--- config.mk ---
export PLATFORM = sky130hd
export DESIGN_NAME = channel_rr_merge_flat
export DESIGN_NICKNAME = d
export VERILOG_FILES = /design/src/rtl/channel_rr_merge_pkg.sv /design/src/rtl/channel_rr_merge_if.sv /design/src/rtl/channel_rr_merge_fifo.sv /design/src/rtl/channel_rr_merge.sv /design/src/flat_wrapper.sv
export SDC_FILE = /design/constraint.sdc
export NUM_CORES = 1
export LEC_CHECK = 0
export CORE_MARGIN = 5
export CORE_UTILIZATION = 45
export DETAILED_ROUTE_END_ITERATION = 8
export GPL_TIMING_DRIVEN = 0
export PLACE_DENSITY = 0.8
export SETUP_SLACK_MARGIN = 0.05
export SYNTH_ARGS = -nofsm -noshare
export SYNTH_HDL_FRONTEND = slang
export SYNTH_SLANG_ARGS = --single-unit
export TNS_END_PERCENT = 5
--- constraint.sdc ---
create_clock -name clk -period 4 [get_ports clk]
set_input_delay 1.2 -clock clk [delete_from_list [all_inputs] [get_ports clk]]
set_output_delay 1.2 -clock clk [all_outputs]
set_load 0.02 [all_outputs]
--- src/rtl/channel_rr_merge_pkg.sv ---
// Shared types and helpers for the round-robin channel merge.
// Holds the grant search function and width helpers used by the top and the tests.
package channel_rr_merge_pkg;

    // Upper bound on the channel count supported by rr_pick.
    localparam int MAX_M     = 32;
    localparam int N_DEF     = 8;
    localparam int M_DEF     = 4;
    localparam int DEPTH_DEF = 4;

    // Result of a round-robin search: whether any channel was valid and which.
    typedef struct packed {
        logic       found;
        logic [4:0] idx;
    } pick_t;

    function automatic int idx_w(input int m);
        return (m > 1) ? $clog2(m) : 1;
    endfunction

    function automatic int cnt_w(input int depth);
        return $clog2(depth) + 1;
    endfunction

    localparam int IDXW = idx_w(M_DEF);
    localparam int CNTW = cnt_w(DEPTH_DEF);

    // First valid channel searching rr, rr+1, ... wrapping at m.
    // rr is always < m, so one conditional subtract replaces a modulo.
    function automatic pick_t rr_pick(input logic [MAX_M-1:0] valid,
                                      input logic [31:0]      rr,
                                      input int unsigned      m);
        pick_t       p;
        logic [31:0] i;
        p = '0;
        for (int unsigned k = 0; k < MAX_M; k++) begin
            if ((k < m) && !p.found) begin
                i = rr + k;
                if (i >= m) begin
                    i = i - m;
                end
                if (valid[i[4:0]]) begin
                    p.found = 1'b1;
                    p.idx   = i[4:0];
                end
            end
        end
        return p;
    endfunction

endpackage

--- src/rtl/channel_rr_merge_if.sv ---
// Handshake bundle between M producers, the merge, and one consumer.
// master: producer/consumer side; slave: the merge itself.
interface channel_rr_merge_if #(
    parameter int N  = 8,
    parameter int M  = 4,
    parameter int OW = 8
);
    logic [M-1:0][N-1:0] in_d;
    logic [M-1:0]        in_v;
    logic [M-1:0]        in_a;
    logic [OW-1:0]       out_d;
    logic                out_v;
    logic                out_a;

    modport master (
        output in_d, in_v, out_a,
        input  in_a, out_d, out_v
    );

    modport slave (
        input  in_d, in_v, out_a,
        output in_a, out_d, out_v
    );
endinterface

--- src/rtl/channel_rr_merge_fifo.sv ---
// Small synchronous FIFO: push/pop/count/head, no handshake logic of its own.
// Head is read combinationally from the read pointer; the non-empty flag is registered.
module channel_fifo #(
    parameter int W     = 8,
    parameter int DEPTH = 4
) (
    input  logic                       clk,
    input  logic                       reset,
    input  logic                       i_push,
    input  logic                       i_pop,
    input  logic [W-1:0]               i_din,
    output logic [W-1:0]               o_head,
    output logic [$clog2(DEPTH):0]     o_count,
    output logic                       o_nempty
);
    localparam int PW = $clog2(DEPTH);
    localparam int CW = PW + 1;

    logic [W-1:0]  r_mem [DEPTH];
    logic [PW-1:0] r_wr;
    logic [PW-1:0] r_rd;
    logic [CW-1:0] r_count;
    logic          r_nempty;
    logic [CW-1:0] w_count_nxt;

    // Next occupancy from the push/pop pair.
    always_comb begin
        w_count_nxt = r_count;
        case ({i_push, i_pop})
            2'b10:   w_count_nxt = r_count + 1'b1;
            2'b01:   w_count_nxt = r_count - 1'b1;
            default: w_count_nxt = r_count;
        endcase
    end

    // Storage write; contents are only meaningful between the pointers, so no reset.
    always_ff @(posedge clk) begin
        if (i_push) begin
            r_mem[r_wr] <= i_din;
        end
    end

    // Pointers, occupancy and registered non-empty flag.
    always_ff @(posedge clk or posedge reset) begin
        if (reset) begin
            r_wr     <= '0;
            r_rd     <= '0;
            r_count  <= '0;
            r_nempty <= 1'b0;
        end else begin
            if (i_push) begin
                r_wr <= r_wr + 1'b1;
            end
            if (i_pop) begin
                r_rd <= r_rd + 1'b1;
            end
            r_count  <= w_count_nxt;
            r_nempty <= (w_count_nxt != '0);
        end
    end

    assign o_head   = r_mem[r_rd];
    assign o_count  = r_count;
    assign o_nempty = r_nempty;
endmodule

--- src/rtl/channel_rr_merge.sv ---
// M-input round-robin merge into one FIFO-buffered output channel.
// in_a depends only on in_v and registered state (never on out_a), and a full
// FIFO blocks every input even in a cycle where the consumer pops.
// Build option CHANNEL_MERGE_TAG_EN: when defined, each entry also stores the
// granted channel index and out_d = {index, data}; otherwise out_d = data.
module channel_rr_merge
    import channel_rr_merge_pkg::*;
#(
    parameter int N     = 8,
    parameter int M     = 4,
    parameter int DEPTH = 4
) (
    input  logic              clk,
    input  logic              reset,
    channel_rr_merge_if.slave bus
);
    localparam int IW = idx_w(M);
    localparam int CW = cnt_w(DEPTH);
`ifdef CHANNEL_MERGE_TAG_EN
    localparam int OW = N + IW;
`else
    localparam int OW = N;
`endif

    logic [IW-1:0]    r_rr;
    logic [MAX_M-1:0] w_valid_ext;
    pick_t            w_pick;
    logic [IW-1:0]    w_gidx;
    logic             w_full;
    logic             w_push;
    logic             w_pop;
    logic [OW-1:0]    w_push_d;
    logic [OW-1:0]    w_head;
    logic [CW-1:0]    w_count;
    logic             w_nempty;

    // Widen the valid vector to the search function's fixed width.
    always_comb begin
        w_valid_ext        = '0;
        w_valid_ext[M-1:0] = bus.in_v;
    end

    assign w_pick = rr_pick(w_valid_ext, 32'(r_rr), M);
    assign w_gidx = w_pick.idx[IW-1:0];
    assign w_full = (w_count == CW'(DEPTH));
    // Reset forces every acknowledge low regardless of in_v.
    assign w_push = !reset && !w_full && w_pick.found;
    assign w_pop  = w_nempty && bus.out_a;

    // One-hot acknowledge to the granted channel.
    always_comb begin
        bus.in_a = '0;
        if (w_push) begin
            bus.in_a[w_gidx] = 1'b1;
        end
    end

`ifdef CHANNEL_MERGE_TAG_EN
    assign w_push_d = {w_gidx, bus.in_d[w_gidx]};
`else
    assign w_push_d = bus.in_d[w_gidx];
`endif

    // Round-robin pointer moves past the winner; holds when nothing is granted.
    always_ff @(posedge clk or posedge reset) begin
        if (reset) begin
            r_rr <= '0;
        end else if (w_push) begin
            r_rr <= (w_gidx == IW'(M - 1)) ? '0 : w_gidx + 1'b1;
        end
    end

    channel_fifo #(
        .W     (OW),
        .DEPTH (DEPTH)
    ) u_fifo (
        .clk      (clk),
        .reset    (reset),
        .i_push   (w_push),
        .i_pop    (w_pop),
        .i_din    (w_push_d),
        .o_head   (w_head),
        .o_count  (w_count),
        .o_nempty (w_nempty)
    );

    assign bus.out_v = w_nempty;
    assign bus.out_d = w_head;
endmodule

--- src/flat_wrapper.sv ---
// flat-port wrapper written by rule: the top's interface ports become plain ports
module channel_rr_merge_flat import channel_rr_merge_pkg::*;
#(
    parameter int N     = 8,
    parameter int M     = 4,
    parameter int DEPTH = 4
)
  (clk, reset, bus_in_d, bus_in_v, bus_out_a, bus_in_a, bus_out_d, bus_out_v);
  channel_rr_merge_if #(.N(N), .M(M), .OW((8))) bus_i ();
  input  logic clk;
  input  logic reset;
  input wire logic [$bits(bus_i.in_d)-1:0] bus_in_d;
  input wire logic [$bits(bus_i.in_v)-1:0] bus_in_v;
  input wire logic [$bits(bus_i.out_a)-1:0] bus_out_a;
  output wire logic [$bits(bus_i.in_a)-1:0] bus_in_a;
  output wire logic [$bits(bus_i.out_d)-1:0] bus_out_d;
  output wire logic [$bits(bus_i.out_v)-1:0] bus_out_v;
  assign bus_i.in_d = bus_in_d;
  assign bus_i.in_v = bus_in_v;
  assign bus_i.out_a = bus_out_a;
  assign bus_in_a = bus_i.in_a;
  assign bus_out_d = bus_i.out_d;
  assign bus_out_v = bus_i.out_v;
  channel_rr_merge #(.N(N), .M(M), .DEPTH(DEPTH)) u_core (.clk(clk), .reset(reset), .bus(bus_i));
endmodule
==> impl_results.md, run 1 <==
* Outcome: finished, violations left
* Violated checks: negative setup slack
* YS warnings at 0
* CTS HTree Levels at 2
* Worst setup EP type: primary output
* RSZ-0062 raised after global routing: yes
* Proportion of layout cells with a drive suffix above 1 at between 30% and 40%
* # setup viols final at 4
* Worst-path cell chain: buf_8, mux2_4, a221oi_4, o21ai_4, a32o_2, buf_6, clkinv_8, ha_4, and3_4, buf_6
* Commonest non-fill, non-tap cells in the layout: 43 x clkdlybuf4s50_1, 32 x edfxtp_1, 19 x buf_4
* Final wirelength at between 6000 and 7000 um
* Post-DP HPWL at around 4300 um
* Worst vdd ir at 0.420 mV
* Number of cell rows at 27
* Number of CTS-inserted buffers at 5
* Clock net sink count at 42
* Buf/Inv on CP at 4
* GP Congestion at ~0.86
* Crit-path most repeated cell: buf_6
* Ys async rst share at roughly a quarter
* Syn Std Cell Area at roughly 2500 um2
* Power Density at between 900 and 1000 nW/um2
* Post-Place Cells at approximately 320
* Pre-Repair DR Iteration Count at 4
* Critical-path top delay cell: a221oi_4
* Synth Register Bits at 42
* Area Overhead vs Synth at 40.9%
* Clock slew at reported path FFs at roughly 80 ps
* Hold bufs inserted after CTS at 0
* Global-route wire length before repair at 9860 um
* Final count of pins violating max slew at 0
* Leakage power at approximately 0.0013 uW
* CTS tree: built
* Final #Nets at ~330
* Ports at between 50 and 60
* Ant. Diodes at 0
* CP max stage delay at 330 ps
* CTS root buffer: clkbuf_8
* Drt wl/cell at 18.5 um
* Die area at about 7000 um2
* Average vias per placed instance at about 5.7
* Worst EP arrival at 2910 ps
* CP Launch Type: primary input
* Number of synthesized flops with an enable pin at 32
* DR iter-0 viols at around 120
* Max_cap viols at 0
* Final period utilization at 103%
* Antenna violations before repair at 0
* Number of global-route vias before repair at about 2000
* Initial Utilization at 45.5%
* CP Class: in2out
* # port buffers at between 50 and 60
* Worst skew pair latency at roughly 290 ps
* GRT Overall Usage at between 10% and 20%
* Non-Filler Instances at between 300 and 400
* Post-synthesis cell count at 198
* Synthesized area per cell at 12.5 um2
* Fill cells at 408
* Die Height at 84.2 um
* CP delay by family, top: compound AO/OA/AOI/OAI gates
* Relative slew slack at between 40% and 50%
* Clock Skew at 8.48 ps
* Total Power at 3330 uW
* F_max at ~240 MHz
* CP max FO at 6
* Final worst slack at -110 ps
* Required @ worst endpoint at ~2800 ps
* HP Class: reg2reg
* Register area share after synthesis at between 40% and 50%
* Final hold vios at 0
* Via count at 1970
* Synth Flop Type: edfxtp_1
* Antenna Nets Post-Route at 0
* Core area at about 5400 um2
* GRT overflow at 0
* Most common cell after layout, fill and taps aside: clkdlybuf4s50_1
* Cell variety after synth at 43
* DR DRC count at 0
* Largest net degree at the start of global routing at 18
* Setup TNS at -399 ps
* Clock tree buffer depth at 2
* Post-synth net total at ~250
* Die width at approximately 84 um
* Min Tclk post-route at 4110 ps
* Slew @ Worst Pin at 762 ps
-- worst register-to-register path, stage by stage (launching register included) --
cell and delay [ps]:
dfrtp_1 410, buf_6 130, buf_8 110, inv_4 50
ha_4 190, buf_6 120, buf_4 130, buf_4 150
a221oi_4 240, o21ai_4 110, buf_4 140, buf_4 150
and2_1 130, clkbuf_1 210, inv_1 100, ha_1 190
inv_1 60, fa_1 380, xor2_1 150, nor2_1 70
xor2_1 150, or3_1 310
-- Yosys cell counts (2+ instances only) --
cell	number	share of area, %
a221oi_2	2	1.2
a22oi_1	8	2.4
a31oi_1	17	4.3
and2_1	2	0.51
and3_1	9	2.3
buf_2	3	0.61
buf_6	3	1.4
clkbuf_1	4	0.61
dfrtp_1	10	10
edfxtp_1	32	39
ha_1	13	6.6
inv_1	13	2.0
mux2_2	2	0.91
mux2_4	2	1.2
mux2i_1	4	1.6
mux4_2	9	8.2
nand2_1	10	1.5
nand2b_1	2	0.51
nand3_1	2	0.40
nor2_1	2	0.30
nor3_1	2	0.40
o21ai_0	17	3.4
o21ai_1	4	0.81
or3_1	3	0.76
xnor2_1	3	1.1
xor2_1	3	1.1
-- power breakdown --
| group | switching [uW] | internal, uW |
|---|---|---|
| registers | 63.8 | 789 |
| clock network | 137 | 123 |
| logic | 1200 | 1010 |
-- layer usage --
layer | wire length, um | GRT usage, %
met3 | 424 | 3.73
met1 | 2480 | 20.3
met5 | 0 | 0
met2 | 3340 | 32.1
met4 | 147 | 5.12
-- worst paths after layout --
kind / start / endpoint / cells past startpoint / slack (ps)
setup reg to reg: u_core.r_rr[0] / u_core.u_fifo.o_nempty / 21 / 190
hold reg to reg: u_core.u_fifo.o_count[2] / u_core.u_fifo.o_count[2] / 1 / 490
setup / recovery: bus_in_v[3] / bus_in_a[0] / 10 / -110
min in group asynchronous: reset / u_core.u_fifo.r_wr[0] / 2 / 1220
max in group asynchronous: reset / u_core.r_rr[1] / 2 / 2480
hold / removal: u_core.u_fifo.o_count[2] / u_core.u_fifo.o_count[2] / 1 / 490
-- layout make-up --
cell class / count / area, um2 / share of cell area (%)
flip-flops and latches: 42 / 1210 / 34.7
inverters: 15 / 76.3 / 2.19
clock inverters: 2 / 13.8 / 0.394
multi-input cells: 129 / 1270 / 36.4
repair buffers: 69 / 656 / 18.8
clock buffers: 6 / 72.6 / 2.08
plain buffers: 11 / 98.8 / 2.83
well taps: 72 / 90.1 / 2.58
-- repair_timing --
action	in CTS	in global routing
endpoints found under the setup margin	5	5
resized for setup	81	5
buffers inserted	15	3
pin swaps	11	3
-- flip-flops by register name, indices dropped and copies added (netlist names) --
| register | cells |
|---|---|
| u_core.r_rr | 2 |
| u_core.u_fifo.o_count | 3 |
| u_core.u_fifo.o_nempty | 1 |
| u_core.u_fifo.r_mem | 32 |
| u_core.u_fifo.r_rd | 2 |
| u_core.u_fifo.r_wr | 2 |
-- through the flow --
step | worst slack, ps | hold slack [ps] | util, % | instance area, um2
final | -110 | 490 | 64.2 | 3490
after global routing | -167 | 533 | 64.2 | 3490
after CTS | -102 | 489 | 63.4 | 3450
after detailed placement | -1210 | 477 | 56.8 | 3090
after global placement | -1220 | 477 | 56.8 | 3090
after floorplan | 63.9 | 451 | - | 2490
-- logic make-up after synthesis --
family / count (synthesis) / synth area share, %
AO/OA/AOI/OAI: 56 / 15.6
XOR/XNOR: 6 / 2.12
buffers and inverters: 27 / 5.96
multiplexers: 18 / 12.4
flip-flops: 42 / 48.9
adder cells (fa/ha/maj): 14 / 7.38
AND/OR/NAND/NOR: 35 / 7.63
Note: power is estimated with default switching activity, not from simulation.
==> inputs of run 2 (changes only) <==
--- a/config.mk
+++ b/config.mk
@@ -5,6 +5,7 @@
 export SDC_FILE = /design/constraint.sdc
 export NUM_CORES = 1
 export LEC_CHECK = 0
+export CORE_ASPECT_RATIO = 2
 export CORE_MARGIN = 5
 export CORE_UTILIZATION = 45
 export DETAILED_ROUTE_END_ITERATION = 8
==> run 2 against run 1 <==
  * The run still ends with negative setup slack left
  * Routed wire length decreased by 6.6%
  * Maximum frequency increased by 0.65%
  * Non-clock buffer count shrank 4
  * Critical path type unchanged
  * Highest routed layer unchanged
==> impl_results.md, run 2 (synthesis gave the netlist of run 1 again) <==
* Outcome: finished, violations left (unchanged)
* Violated checks: negative setup slack (unchanged)
* Commonest non-fill, non-tap cells in the layout: 43 x clkdlybuf4s50_1, 32 x edfxtp_1, 17 x o21ai_0 (was 43 x clkdlybuf4s50_1, 32 x edfxtp_1, 19 x buf_4)
* Antenna violations before repair at 0 (unchanged)
* Number of cell rows at 38 (was 27)
* Via count at 1931 (was 1970)
* CTS HTree Levels at 2 (unchanged)
* Worst vdd ir at 0.522 mV (was 0.420 mV)
* Clock net sink count at 42 (unchanged)
* # setup viols final at 4 (unchanged)
* Final count of pins violating max slew at 0 (unchanged)
* Global-route wire length before repair at 9470 um (was 9860 um)
* Final hold vios at 0 (unchanged)
* CP max stage delay at 310 ps (was 330 ps)
* Hold Slack at 515 ps (was 490 ps)
* Ant. Diodes at 0 (unchanged)
* Antenna Nets Post-Route at 0 (unchanged)
* GP Congestion at 0.916 (was 0.860)
* Buf/Inv on CP at 4 (unchanged)
* Worst skew pair latency at 290 ps (about the same)
* Reg-to-Reg End: u_core.u_fifo.o_nempty (unchanged)
* CP max FO at 6 (unchanged)
* Worst hold path endpoint: u_core.u_fifo.o_count[1] (was u_core.u_fifo.o_count[2])
* Non-Filler Instances at 330 (was 346)
* Clock slew at reported path FFs at 80 ps (about the same)
* Hold bufs inserted after CTS at 0 (unchanged)
* Number of CTS-inserted buffers at 5 (unchanged)
* GRT Overall Usage at 16.9% (was 17.5%)
* Pre-Repair DR Iteration Count at 5 (was 4)
* Clock group share of total power at 8.4% (was 7.8%)
* CTS root buffer: clkbuf_8 (unchanged)
* Relative slew slack at 49.0% (was 49.2%)
* Proportion of layout cells with a drive suffix above 1 at 29.3% (was 30.7%)
* DR DRC count at 0 (unchanged)
* R2R setup slack at 440 ps (was 190 ps)
* Ports at 52 (unchanged)
* Comb power frac at 65.6% (was 66.6%)
* HP Class: reg2reg (unchanged)
* R2r worst-path depth at 16 (was 21)
* Initial Utilization at 46.1% (was 45.5%)
* # port buffers at 51 (unchanged)
* Clock tree buffer depth at 2 (unchanged)
* Gr busiest metal: met2 (unchanged)
* DR iter-0 viols at 109 (was 117)
* Met1 usage at 17.5% (was 20.3%)
* Hold path cells at 2 (was 1)
* CP Launch Type: primary input (unchanged)
* Clock Skew at 7.20 ps (was 8.48 ps)
* CP Class: in2out (unchanged)
* Max reg flops at 32 (unchanged)
* Worst-path cell chain: buf_8, mux2_4, a221oi_4, o21ai_4, a32o_2, buf_8, clkinv_8, ha_4, and3_4, buf_6 (was buf_8, mux2_4, a221oi_4, o21ai_4, a32o_2, buf_6, clkinv_8, ha_4, and3_4, buf_6)
* Seq pwr share at 26.0% (was 25.6%)
* Critical-path top delay cell: a221oi_4 (unchanged)
* Leakage power at 0.00131 uW (was 0.00133 uW)
* Worst EP arrival at 2880 ps (was 2910 ps)
* Max_cap viols at 0 (unchanged)
* Core area at 5370 um2 (was 5440 um2)
* Min Tclk post-route at 4080 ps (was 4110 ps)
* Final wirelength at 5970 um (was 6390 um)
* Post-Place Cells at 309 (was 321)
* Psw at 1350 uW (was 1400 uW)
* Die area at 7180 um2 (was 7090 um2)
* Slew @ Worst Pin at 764 ps (was 762 ps)
* GRT met3 Usage at 2.54% (was 3.73%)
* Switching share of total power at 41.3% (was 42.1%)
* Worst setup EP type: primary output (unchanged)
* RSZ-0062 raised after global routing: yes (unchanged)
* Worst Min Path Start: u_core.u_fifo.o_count[1] (was u_core.u_fifo.o_count[2])
* Crit-path most repeated cell: buf_8 (was buf_6)
* CTS tree: built (unchanged)
* Die width at 62.5 um (was 84.2 um)
* CP delay by family, top: compound AO/OA/AOI/OAI gates (unchanged)
* Post-DP HPWL at 4450 um (was 4260 um)
* GRT overflow at 0 (unchanged)
* Final #Nets at 322 (was 326)
* Power Density at 951 nW/um2 (was 954 nW/um2)
* Area Overhead vs Synth at 39.2% (was 40.9%)
* Largest Register: u_core.u_fifo.r_mem (unchanged)
* Required @ worst endpoint at 2800 ps (about the same)
* Largest net degree at the start of global routing at 17 (was 18)
* Int Pwr at 1930 uW (about the same)
* Drt wl/cell at 18.1 um (was 18.5 um)
* Number of global-route vias before repair at 1899 (was 2026)
* Worst r2r src: u_core.r_rr[0] (unchanged)
* Met2 Use GR at 30.5% (was 32.1%)
* Average vias per placed instance at 5.85 (was 5.69)
* Most common cell after layout, fill and taps aside: clkdlybuf4s50_1 (unchanged)
* Die Height at 115 um (was 84.2 um)
* Final period utilization at 102% (was 103%)
* Final worst slack at -83.9 ps (was -110 ps)
* F_max at 245 MHz (was 243 MHz)
* Fill cells at 389 (was 408)
-- run 2: cell type report --
class | count | area [um2] | area share (%)
Multi-Input combinational cell | 129 | 1270 | 36.8
Sequential cell | 42 | 1210 | 35.2
Timing Repair Buffer | 65 | 622 | 18.0
Inverter | 15 | 78.8 | 2.29
Clock inverter | 1 | 5.00 | 0.145
Buffer | 11 | 98.8 | 2.87
Tap cell | 60 | 75.1 | 2.18
Clock buffer | 7 | 86.3 | 2.50
-- run 2: worst max-delay path by stage --
| stage | start | to | slack, ps | cells after the start |
|---|---|---|---|---|
| floorplan | bus_in_v[1] | bus_in_a[0] | 60 | 10 |
| global placement | bus_in_v[1] | bus_in_a[0] | -1160 | 10 |
| detailed placement | bus_in_v[1] | bus_in_a[1] | -1230 | 11 |
| CTS | bus_in_v[3] | bus_in_a[3] | -100 | 9 |
| global route | bus_in_v[3] | bus_in_a[0] | -140 | 10 |
| finish | bus_in_v[3] | bus_in_a[0] | -80 | 10 |
-- run 2: worst reg2reg max path, delay by kind of cell, from the launching register on --
family                   cells  cell delay [ps]
XOR/XNOR                     2              290
adder cells (fa/ha/maj)      3              740
AND/OR/NAND/NOR              4              820
AO/OA/AOI/OAI                2              500
buffers and inverters        5              680
flip-flops                   1              400
-- run 2: through the flow --
step           total power (uW)  worst slack, ps  setup TNS (ps)  util [%]  cell area (um2)
6_report                   3280            -83.9            -299      64.2             3450
3_3_place_gp               2520            -1160           -4910      57.2             3070
2_1_floorplan              2080             63.9               0         -             2490
5_1_grt                    3500             -141            -523      64.2             3450
3_5_place_dp               2600            -1230           -5230      57.2             3070
4_1_cts                    3190            -96.3            -354      63.2             3390
-- run 2: power by group through the flow --
stage / sequential [uW] / combinational, uW / clock, uW
after floorplan: 843 / 1240 / 0
after global placement: 852 / 1670 / 0
after detailed placement: 864 / 1740 / 0
after CTS: 853 / 2060 / 279
after global routing: 867 / 2340 / 296
final: 854 / 2150 / 275
-- run 2: timing repair --
action | CTS | global route
setup buffers | 12 | 2
gates resized for setup | 75 | 10
setup endpoints to repair | 5 | 5
pin swaps | 11 | 6
-- run 2: per-layer routing --
layer  part of all wire (%)  vias to the layer above  wire, um
met4                    5.0                        0       297
met3                    5.7                       16       339
met2                     54                       78      3250
met1                     35                      933      2090
met5                      0                        -         0
li1                       -                      904         -
==> inputs of run 3 (changes only) <==
--- a/config.mk
+++ b/config.mk
@@ -6,11 +6,11 @@
 export NUM_CORES = 1
 export LEC_CHECK = 0
 export CORE_ASPECT_RATIO = 2
-export CORE_MARGIN = 5
-export CORE_UTILIZATION = 45
+export CORE_MARGIN = 2
+export CORE_UTILIZATION = 51
 export DETAILED_ROUTE_END_ITERATION = 8
 export GPL_TIMING_DRIVEN = 0
-export PLACE_DENSITY = 0.8
+export PLACE_DENSITY = 0.88
 export SETUP_SLACK_MARGIN = 0.05
 export SYNTH_ARGS = -nofsm -noshare
 export SYNTH_HDL_FRONTEND = slang
==> run 3 against run 2 <==
  * Sequential power about the same
  * Largest cell class unchanged
  * Design area shrank 0.40%
  * Largest power group unchanged
  * Highest routed layer unchanged
  * Power rose by 1.1%
  * The run still ends with negative setup slack left
  * Routed wire length increased by 11%
  * Worst hold slack worse by 18 ps
  * Core utilization increased by 9.8 points
  * Sequential cell count unchanged
  * Critical path type unchanged
==> impl_results.md, run 3 (synthesis gave the netlist of run 1 again) <==
* Crit-path most repeated cell: buf_8 (unchanged)
* Worst skew pair latency at 290 ps (about the same)
* CTS HTree Levels at 2 (unchanged)
* Power Density at 965 nW/um2 (was 951 nW/um2)
* Number of cell rows at 35 (was 38)
* Hold bufs inserted after CTS at 0 (unchanged)
* Final wirelength at 6650 um (was 5970 um)
* DR DRC count at 0 (unchanged)
* Max reg flops at 32 (unchanged)
* Final core occ at 74.0% (was 64.2%)
* Critical-path top delay cell: mux2_4 (was a221oi_4)
* Global-route wire length before repair at 10800 um (was 9470 um)
* Worst vdd ir at 0.729 mV (was 0.522 mV)
* Relative slew slack at 48.3% (was 49.0%)
* Via count at 2062 (was 1931)
* GRT overflow at 0 (unchanged)
* Clock tree buffer depth at 2 (unchanged)
* GP Congestion at 0.917 (was 0.916)
* Final #Nets at 319 (was 322)
* # setup viols final at 4 (unchanged)
* Outcome: finished, violations left (unchanged)
* Clock slew at reported path FFs at 80 ps (about the same)
* Worst setup EP type: primary output (unchanged)
* Total Power at 3310 uW (was 3280 uW)
* Number of global-route vias before repair at 2185 (was 1899)
* Clock net sink count at 42 (unchanged)
* CP delay by family, top: compound AO/OA/AOI/OAI gates (unchanged)
* Pre-CTS setup slack at -1230 ps (about the same)
* Final count of pins violating max slew at 0 (unchanged)
* Average vias per placed instance at 6.40 (was 5.85)
* DR iter-0 viols at 137 (was 109)
* Buf/Inv on CP at 4 (unchanged)
* CP max stage delay at 310 ps (about the same)
* Largest Register: u_core.u_fifo.r_mem (unchanged)
* Ports at 52 (unchanged)
* Number of CTS-inserted buffers at 5 (unchanged)
* Die area at 5460 um2 (was 7180 um2)
* Final hold vios at 0 (unchanged)
* Min Tclk post-route at 4130 ps (was 4080 ps)
* Pre-Repair DR Iteration Count at 5 (unchanged)
* Die Height at 103 um (was 115 um)
* HP Class: reg2reg (unchanged)
* Slew @ Worst Pin at 775 ps (was 764 ps)
* Worst EP arrival at 2930 ps (was 2880 ps)
* Leakage power at 0.00130 uW (was 0.00131 uW)
* F_max at 242 MHz (was 245 MHz)
* CTS tree: built (unchanged)
* Worst-path cell chain: buf_8, mux2_4, a221oi_4, o21ai_4, a32o_2, buf_8, clkinv_8, ha_4, and3_4, buf_6 (unchanged)
* Drt wl/cell at 20.7 um (was 18.1 um)
* Largest net degree at the start of global routing at 18 (was 17)
* CP max FO at 6 (unchanged)
* Core area at 4640 um2 (was 5370 um2)
* GRT Overall Usage at 27.8% (was 16.9%)
* Max_cap viols at 0 (unchanged)
* Final period utilization at 103% (was 102%)
* Antenna violations before repair at 0 (unchanged)
* Initial Utilization at 53.3% (was 46.1%)
* Required @ worst endpoint at 2800 ps (about the same)
* Die width at 53.3 um (was 62.5 um)
* CP Launch Type: primary input (unchanged)
* Violated checks: negative setup slack (unchanged)
* Clock Skew at 3.17 ps (was 7.20 ps)
* Antenna Nets Post-Route at 0 (unchanged)
* Most common cell after layout, fill and taps aside: clkdlybuf4s50_1 (unchanged)
* Ant. Diodes at 0 (unchanged)
* Post-DP HPWL at 4590 um (was 4450 um)
* Area Overhead vs Synth at 38.7% (was 39.2%)
* CTS root buffer: clkbuf_8 (unchanged)
* RSZ-0062 raised after global routing: yes (unchanged)
* Final worst slack at -133 ps (was -83.9 ps)
* CP Class: in2out (unchanged)
* Setup TNS at -427 ps (was -299 ps)
* Commonest non-fill, non-tap cells in the layout: 43 x clkdlybuf4s50_1, 32 x edfxtp_1, 17 x o21ai_0 (unchanged)
* Proportion of layout cells with a drive suffix above 1 at 28.1% (was 29.3%)
* Fill cells at 301 (was 389)
* # port buffers at 51 (unchanged)
==> run 3: cell types whose count changed in the layout (fill, tap and decap cells not counted), sizes merged <==
| cell | delta |
|---|---|
| clkbuf | -1 |
| clkinvlp | +1 |
| buf | -3 |
==> run 3: path summary, 6_finish.rpt <==
| path | start | slack (ps) | to | depth (start not counted) |
|---|---|---|---|---|
| min | u_core.u_fifo.o_count[0] | 500 | u_core.u_fifo.o_count[0] | 1 |
| min reg2reg | u_core.u_fifo.o_count[0] | 500 | u_core.u_fifo.o_count[0] | 1 |
| min in group asynchronous | reset | 1240 | u_core.u_fifo.r_rd[1] | 2 |
| max in group asynchronous | reset | 2450 | u_core.r_rr[1] | 2 |
| max | bus_in_v[3] | -130 | bus_in_a[2] | 10 |
| max reg2reg | u_core.r_rr[0] | 390 | u_core.u_fifo.o_nempty | 16 |
==> run 3: metal layers <==
metal	share of wire [%]	global-route usage, %	routed length (um)	vias up
met5	0	0	0	-
met4	6.5	17.6	430	0
met3	5.2	4.06	343	36
met2	57	51.4	3780	130
met1	32	27.2	2100	999
li1	-	-	-	897
==> run 3: layout make-up <==
class | count | area (um2) | share of cell area (%)
Inverter | 15 | 71.3 | 2.08
Clock buffer | 6 | 82.6 | 2.41
Multi-Input combinational cell | 129 | 1270 | 37.0
Tap cell | 55 | 68.8 | 2.00
Buffer | 11 | 98.8 | 2.88
Sequential cell | 42 | 1210 | 35.3
Clock inverter | 2 | 12.5 | 0.364
Timing Repair Buffer | 62 | 618 | 18.0
==> run 3: metrics by stage <==
step	hold WS [ps]	cells	area [um2]
after floorplan	451	198	2490
after CTS	496	321	3410
final	497	322	3430
after global placement	473	304	3070
after detailed placement	485	304	3070
after global routing	510	322	3430
==> run 3: timing repair <==
action,in CTS,in global routing
setup buffers,10,1
setup endpoints to repair,5,5
pin swaps,10,4
resized for setup,84,5
==> run 3: worst reg2reg max path, stage by stage (launching register included) <==
cell and delay (ps):
dfrtp_1 410, buf_4 150, ha_1 190, nand2b_1 330, a221oi_4 400, o21ai_4 90
buf_4 180, and2_1 140, clkbuf_1 190, inv_1 100, ha_1 170, inv_1 60
fa_1 370, xor2_1 150, nor2_1 140, xor2_1 110, or3_1 310
==> run 3: power breakdown <==
part | total, uW | internal [uW] | switching, uW
sequential | 857 | 789 | 67.7
combinational | 2170 | 976 | 1200
clock | 284 | 139 | 146
total | 3310 | 1900 | 1410
